## config.mk

```make
export PLATFORM = sky130hd
export DESIGN_NAME = bcd_seg7_scan
export DESIGN_NICKNAME = d
export VERILOG_FILES = /design/src/rtl/bcd_seg7_scan.sv
export SDC_FILE = /design/constraint.sdc
export NUM_CORES = 1
export LEC_CHECK = 0
export CAP_MARGIN = 30
export CORE_ASPECT_RATIO = 0.9
export CORE_MARGIN = 1.5
export CORE_UTILIZATION = 60
export CTS_BUF_LIST = sky130_fd_sc_hd__clkbuf_16
export CTS_CLUSTER_SIZE = 30
export DETAILED_ROUTE_END_ITERATION = 7
export PLACE_DENSITY = 0.83
export SLEW_MARGIN = 15
export SYNTH_ARGS = -nofsm -noshare
export SYNTH_HDL_FRONTEND = slang
export SYNTH_SLANG_ARGS = --single-unit
export TNS_END_PERCENT = 20
```

## constraint.sdc

```tcl
create_clock -name clk -period 4.66 [get_ports clk]
set_input_delay 0.932 -clock clk [delete_from_list [all_inputs] [get_ports clk]]
set_output_delay 0.932 -clock clk [all_outputs]
set_load 0.03 [all_outputs]
```

## src/rtl/bcd_seg7_scan.sv

```systemverilog
// rtl/bcd_seg7_scan.sv - 4-digit multiplexed 7-segment scanner for a 0..255 BCD value
// Double-buffered display value, prescaled digit scan, BCD decode with leading-zero blanking.
module bcd_seg7_scan #(
    parameter int PRESCALE   = 100000,
    parameter bit ACTIVE_LOW = 1'b1
) (
    input  logic       clk,
    input  logic       reset,
    input  logic [3:0] units,
    input  logic [3:0] tens,
    input  logic [1:0] hundreds,
    input  logic       load,
    input  logic       blank_lz,
    output logic [6:0] seg,
    output logic [3:0] an,
    output logic       dp,
    output logic       frame_done
);

    localparam int             CW      = (PRESCALE > 1) ? $clog2(PRESCALE) : 1;
    localparam logic [CW-1:0]  CNT_MAX = CW'(PRESCALE - 1);
    localparam logic [6:0]     SEG_OFF = ACTIVE_LOW ? 7'h7F : 7'h00;
    localparam logic [3:0]     AN_OFF  = ACTIVE_LOW ? 4'hF : 4'h0;

    logic [CW-1:0] r_cnt;
    logic [1:0]    r_dig_sel;
    logic [3:0]    r_pend_u, r_pend_t, r_disp_u, r_disp_t;
    logic [1:0]    r_pend_h, r_disp_h;
    logic          r_pend_valid;
    logic [6:0]    r_seg;
    logic [3:0]    r_an;
    logic          r_frame_done;

    logic          w_tick, w_boundary, w_blank;
    logic [1:0]    w_next_sel;
    logic [3:0]    w_disp_u, w_disp_t, w_digit;
    logic [1:0]    w_disp_h;
    logic [6:0]    w_seg_on, w_seg_out;
    logic [3:0]    w_an_on, w_an_out;

    function automatic logic [6:0] seg7_decode(input logic [3:0] d);
        logic [6:0] s;
        case (d)
            4'd0:    s = 7'b0111111;
            4'd1:    s = 7'b0000110;
            4'd2:    s = 7'b1011011;
            4'd3:    s = 7'b1001111;
            4'd4:    s = 7'b1100110;
            4'd5:    s = 7'b1101101;
            4'd6:    s = 7'b1111101;
            4'd7:    s = 7'b0000111;
            4'd8:    s = 7'b1111111;
            4'd9:    s = 7'b1101111;
            default: s = 7'b1000000;
        endcase
        return s;
    endfunction

    assign w_tick     = (r_cnt == CNT_MAX);
    assign w_boundary = w_tick && (r_dig_sel == 2'd3);
    assign w_next_sel = r_dig_sel + 2'd1;

    // Value being latched into the display this cycle; digit 0 of a new frame must use it.
    always_comb begin
        w_disp_u = r_disp_u;
        w_disp_t = r_disp_t;
        w_disp_h = r_disp_h;
        if (w_boundary) begin
            if (load) begin
                w_disp_u = units;
                w_disp_t = tens;
                w_disp_h = hundreds;
            end else if (r_pend_valid) begin
                w_disp_u = r_pend_u;
                w_disp_t = r_pend_t;
                w_disp_h = r_pend_h;
            end
        end
    end

    always_comb begin
        w_digit = 4'd0;
        w_blank = 1'b0;
        case (w_next_sel)
            2'd0: w_digit = w_disp_u;
            2'd1: begin
                w_digit = w_disp_t;
                w_blank = blank_lz && (w_disp_h == 2'd0) && (w_disp_t == 4'd0);
            end
            2'd2: begin
                w_digit = {2'b00, w_disp_h};
                w_blank = blank_lz && (w_disp_h == 2'd0);
            end
            default: w_blank = 1'b1;
        endcase
    end

    assign w_seg_on  = w_blank ? 7'h00 : seg7_decode(w_digit);
    assign w_seg_out = ACTIVE_LOW ? ~w_seg_on : w_seg_on;
    assign w_an_on   = 4'b0001 << w_next_sel;
    assign w_an_out  = ACTIVE_LOW ? ~w_an_on : w_an_on;

    always_ff @(posedge clk or posedge reset) begin
        if (reset) begin
            r_cnt        <= '0;
            r_dig_sel    <= 2'd3;
            r_pend_u     <= 4'd0;
            r_pend_t     <= 4'd0;
            r_pend_h     <= 2'd0;
            r_pend_valid <= 1'b0;
            r_disp_u     <= 4'd0;
            r_disp_t     <= 4'd0;
            r_disp_h     <= 2'd0;
            r_seg        <= SEG_OFF;
            r_an         <= AN_OFF;
            r_frame_done <= 1'b0;
        end else begin
            r_cnt        <= w_tick ? '0 : r_cnt + CW'(1);
            r_frame_done <= 1'b0;
            if (w_tick) begin
                r_dig_sel    <= w_next_sel;
                r_seg        <= w_seg_out;
                r_an         <= w_an_out;
                r_frame_done <= (w_next_sel == 2'd0);
            end
            if (w_boundary) begin
                r_disp_u     <= w_disp_u;
                r_disp_t     <= w_disp_t;
                r_disp_h     <= w_disp_h;
                r_pend_valid <= 1'b0;
            end else if (load) begin
                r_pend_u     <= units;
                r_pend_t     <= tens;
                r_pend_h     <= hundreds;
                r_pend_valid <= 1'b1;
            end
        end
    end

    assign seg        = r_seg;
    assign an         = r_an;
    assign dp         = ACTIVE_LOW;
    assign frame_done = r_frame_done;

endmodule

```

==> reports/qor.json <==
{
  "status": "complete, no violations",
  "ff_latch_area_um2": 1320,
  "placement_rows": 23,
  "drt-vias-per-instance": 5.99,
  "synth_compound_area_frac": 0.180,
  "postSynthCellCount": 277,
  "cts_setup_buffers": 0,
  "drc": 0,
  "cts.sink_count": 52,
  "min_delay_worst_endpoint": "an[1]$_DFFE_PP1N_",
  "routedLengthMet1_um": 2690,
  "final.hold.worst_slack_ns": 0.478,
  "timing.setup.critical_path_class": "in2reg",
  "cp-end-kind": "register",
  "multiInputGateArea_um2": 1470,
  "tritoncts.num_buffers": 5,
  "worst_path_largest_cell_delay_ns": 0.54,
  "count_of_routing_violations_after_the_opening_detailed_route_iteration": 164,
  "coreArea_um2": 4550,
  "place.gp.congestion": 0.961,
  "hold_start": "an[1]$_DFFE_PP1N_",
  "total_number_of_h_tree_levels": 2,
  "timing.critical_path.buf_inv": 3,
  "drive_above_1_share": 0.175,
  "antenna_found_initial": 0,
  "clk-insertion-delay-late_ns": 0.29,
  "tritoncts": "yes",
  "grt_pass1_vias": 2207,
  "grt_pass1_wl_um": 10500,
  "grt_max_degree": 38,
  "report.final.slew_viol_count": 0,
  "yosys.area_share.simple": 0.188,
  "fillCellCount": 335,
  "met3WireLength_um": 324,
  "worst_hold_path.num_cells": 2,
  "globalRouteOverflowTotal": 0,
  "routedWlPerCell_um": 16.0,
  "finalSetupTns_ns": 0,
  "crit-reg2reg-launch": "r_cnt[0]$_DFF_PP0_",
  "worst_setup_hold_path_clk_slew_ns": 0.06,
  "cts_repair_resizes": 0,
  "nets": 328,
  "rsz0062_at_grt": "false",
  "count_of_placed_standard_cells_including_taps": 357,
  "synthToLayoutAreaGrowth_pct": 15.9,
  "clock_skew_ns": 0.00387,
  "path_delay_family": "compound AO/OA/AOI/OAI gates",
  "worst_slew_margin_rel": 0.537,
  "drtPass1Iterations": 4,
  "setup_ws_ns": 0.848,
  "io-pin-count": 27,
  "clock-root-buffer": "sky130_fd_sc_hd__clkbuf_16",
  "timing.final.setup_violations": 0,
  "dr.max_layer_used": "met4",
  "timing.final.hold_violations": 0,
  "post_cts_hold_buffer_count": 0,
  "floorplan.initialDensity": 0.640,
  "port-buffer-count": 25,
  "arrival_ns": 4.03,
  "max-clock-path-buffers": 2,
  "die_h_um": 69.1,
  "min_path_type": "reg2reg",
  "startpoint_type": "primary input",
  "mux_contribution_to_synthesized_area": 0.0383,
  "met2_wirelength_um": 2730,
  "dpl_worst_slack_ns": 0.554,
  "die_area_um2": 5280,
  "antenna_cells": 0,
  "synth_adder_area_share": 0.0516,
  "async_reset_ff_frac": 1.00,
  "synth_cell_type_count": 64,
  "timing.final.crit_share": 0.818,
  "worst_reg2reg_endpoint": "seg[4]$_DFFE_PP1N_",
  "maxClockFrequency_mhz": 262,
  "power.leakage_nw": 1.41,
  "reg2reg_setup_slack_ns": 1.16,
  "mappedNetlistNets": 303,
  "post_synth_instance_area_um2": 2910,
  "post-route-min-period_ns": 3.81,
  "synth_edf_count": 0,
  "routed_wl_um": 5830,
  "place_hpwl_um": 4230,
  "syn_area_per_cell_um2": 10.5,
  "r2r.worst_path.cells": 11,
  "pwr_density_cell_nw_per_um2": 286,
  "non_filler_cells_in_the_finished_layout": 365,
  "critPathRequiredTime_ns": 4.88,
  "vdd.ir_drop.worst_v": 0.000249,
  "detail_route_antenna_nets": 0,
  "floorplan.die.width_um": 76.4,
  "crit_top_cell": "sky130_fd_sc_hd__a21oi_1",
  "sequence_of_cells_on_the_critical_path": "clkdlybuf4s50_1 > buf_4 > or3b_2 > o21ai_0 > a21oi_1 > a32o_1 > o21ai_1 > inv_1 > ha_1 > or3_1 > a22o_1 > a21oi_1",
  "timing_worst_slew_pin_value_ns": 0.691,
  "max_cap_viol_count": 0,
  "synthXorXnorAreaFrac": 0.0452,
  "synth.yosys.seq_area_share": 0.453,
  "yosysWarningCount": 0,
  "synth_top_family_by_area": "simple AND/OR/NAND/NOR gates",
  "gr-usage-all-layers": 0.249,
  "route.vias.total": 2186,
  "worstPathMaxFanout": 9,
  "postSynth.topFlopCell": "sky130_fd_sc_hd__dfrtp_1",
  "timing.critical_path.slowest_stage_cell": "sky130_fd_sc_hd__clkdlybuf4s50_1",
  "synth_seq_cells": 52
}
power by group:
group | switching (W) | total [W] | internal (W)
clock | 0.000155 | 0.000405 | 0.000250
sequential | 0.00000811 | 0.000477 | 0.000469
combinational | 0.0000436 | 0.0000834 | 0.0000398
cell usage in the layout (no fill, tap or decap), types with 3 or more instances in the layout:
cell type	count
sky130_fd_sc_hd__a31oi_1	5
sky130_fd_sc_hd__xor2_1	8
sky130_fd_sc_hd__nand3_1	10
sky130_fd_sc_hd__nand2_1	17
sky130_fd_sc_hd__clkdlybuf4s50_1	25
sky130_fd_sc_hd__a21oi_1	14
sky130_fd_sc_hd__a21o_1	3
sky130_fd_sc_hd__or2b_1	3
sky130_fd_sc_hd__o21ai_0	15
sky130_fd_sc_hd__and2_1	4
sky130_fd_sc_hd__dfstp_2	13
sky130_fd_sc_hd__clkbuf_16	5
sky130_fd_sc_hd__o22ai_1	5
sky130_fd_sc_hd__xnor2_1	7
sky130_fd_sc_hd__nand4_1	6
sky130_fd_sc_hd__dfrtp_1	39
sky130_fd_sc_hd__nor3_1	6
sky130_fd_sc_hd__mux2_2	9
sky130_fd_sc_hd__ha_1	12
sky130_fd_sc_hd__inv_1	14
sky130_fd_sc_hd__nor2_1	24
synthesized netlist by cell type (3+ instances only):
library cell	count	share of area
sky130_fd_sc_hd__a21o_1	3	0.0077
sky130_fd_sc_hd__a21oi_1	14	0.024
sky130_fd_sc_hd__a31oi_1	5	0.011
sky130_fd_sc_hd__and2_1	4	0.0086
sky130_fd_sc_hd__clkbuf_1	4	0.0052
sky130_fd_sc_hd__dfrtp_1	39	0.34
sky130_fd_sc_hd__dfstp_2	13	0.12
sky130_fd_sc_hd__ha_1	12	0.052
sky130_fd_sc_hd__inv_1	15	0.019
sky130_fd_sc_hd__mux2_2	9	0.035
sky130_fd_sc_hd__nand2_1	17	0.022
sky130_fd_sc_hd__nand3_1	10	0.017
sky130_fd_sc_hd__nand4_1	6	0.013
sky130_fd_sc_hd__nor2_1	24	0.031
sky130_fd_sc_hd__nor3_1	6	0.010
sky130_fd_sc_hd__o21ai_0	15	0.026
sky130_fd_sc_hd__o22ai_1	5	0.011
sky130_fd_sc_hd__or2b_1	3	0.0077
sky130_fd_sc_hd__xnor2_1	7	0.021
sky130_fd_sc_hd__xor2_1	8	0.024
flip-flops by register name (all words and copies together) (netlist names):
name          cells
r_disp_h          2
r_pend_h          2
seg               7
r_pend_valid      1
r_cnt            17
r_disp_u          4
r_dig_sel         2
r_pend_t          4
an                4
r_pend_u          4
frame_done        1
r_disp_t          4
metal layers:
layer	vias to the layer above	global-route usage
met5	-	0
met3	9	0.0437
met2	83	0.387
met1	1049	0.348
li1	1045	-
met4	0	0.101
cell families (layout without fill, tap and decap cells):
logic type | count (synthesis) | after routing
DFF | 52 | 52
and+or+nand+nor | 93 | 93
AOI/OAI and AO/OA | 68 | 68
xor gates and xnor gates | 15 | 15
adders and majority gates | 12 | 12
muxes | 10 | 10
buffers and inverters | 26 | 52
other | 1 | 1
layout make-up:
type / count / area share
flip-flops and latches: 52 / 0.391
clock buffers: 5 / 0.0371
inverters: 16 / 0.0178
repair buffers: 28 / 0.0846
multi-input cells: 199 / 0.436
clock inverters: 3 / 0.0111
well taps: 62 / 0.0230
worst reg2reg max path, cell delays in order, from the launching register on:
cell and delay, ns:
sky130_fd_sc_hd__dfrtp_1 0.39, sky130_fd_sc_hd__ha_1 0.25, sky130_fd_sc_hd__and4_1 0.39, sky130_fd_sc_hd__nand2_1 0.16, sky130_fd_sc_hd__nor3_2 0.55, sky130_fd_sc_hd__o21ai_0 0.17
sky130_fd_sc_hd__a31oi_1 0.44, sky130_fd_sc_hd__inv_1 0.17, sky130_fd_sc_hd__ha_1 0.25, sky130_fd_sc_hd__or3_1 0.37, sky130_fd_sc_hd__a22o_1 0.18, sky130_fd_sc_hd__a21oi_1 0.12
worst max-delay path by stage:
stage,start,end,slack [ns],cells past startpoint
CTS,load,seg[4]$_DFFE_PP1N_,0.85,12
detailed placement,load,seg[4]$_DFFE_PP1N_,0.55,12
global route,load,seg[4]$_DFFE_PP1N_,0.55,10
global placement,load,seg[4]$_DFFE_PP1N_,0.73,12
floorplan,load,seg[4]$_DFFE_PP1N_,1.44,11
finish,load,seg[4]$_DFFE_PP1N_,0.85,12
stage by stage:
step	power (W)	util	cell area, um2
after detailed placement	0.000568	0.706	3210
after global placement	0.000564	0.701	3190
after global routing	0.000999	0.742	3370
final	0.000965	0.742	3370
after CTS	0.000971	0.742	3370
after floorplan	0.000536	-	2910
Note: power is estimated with default switching activity, not from simulation.
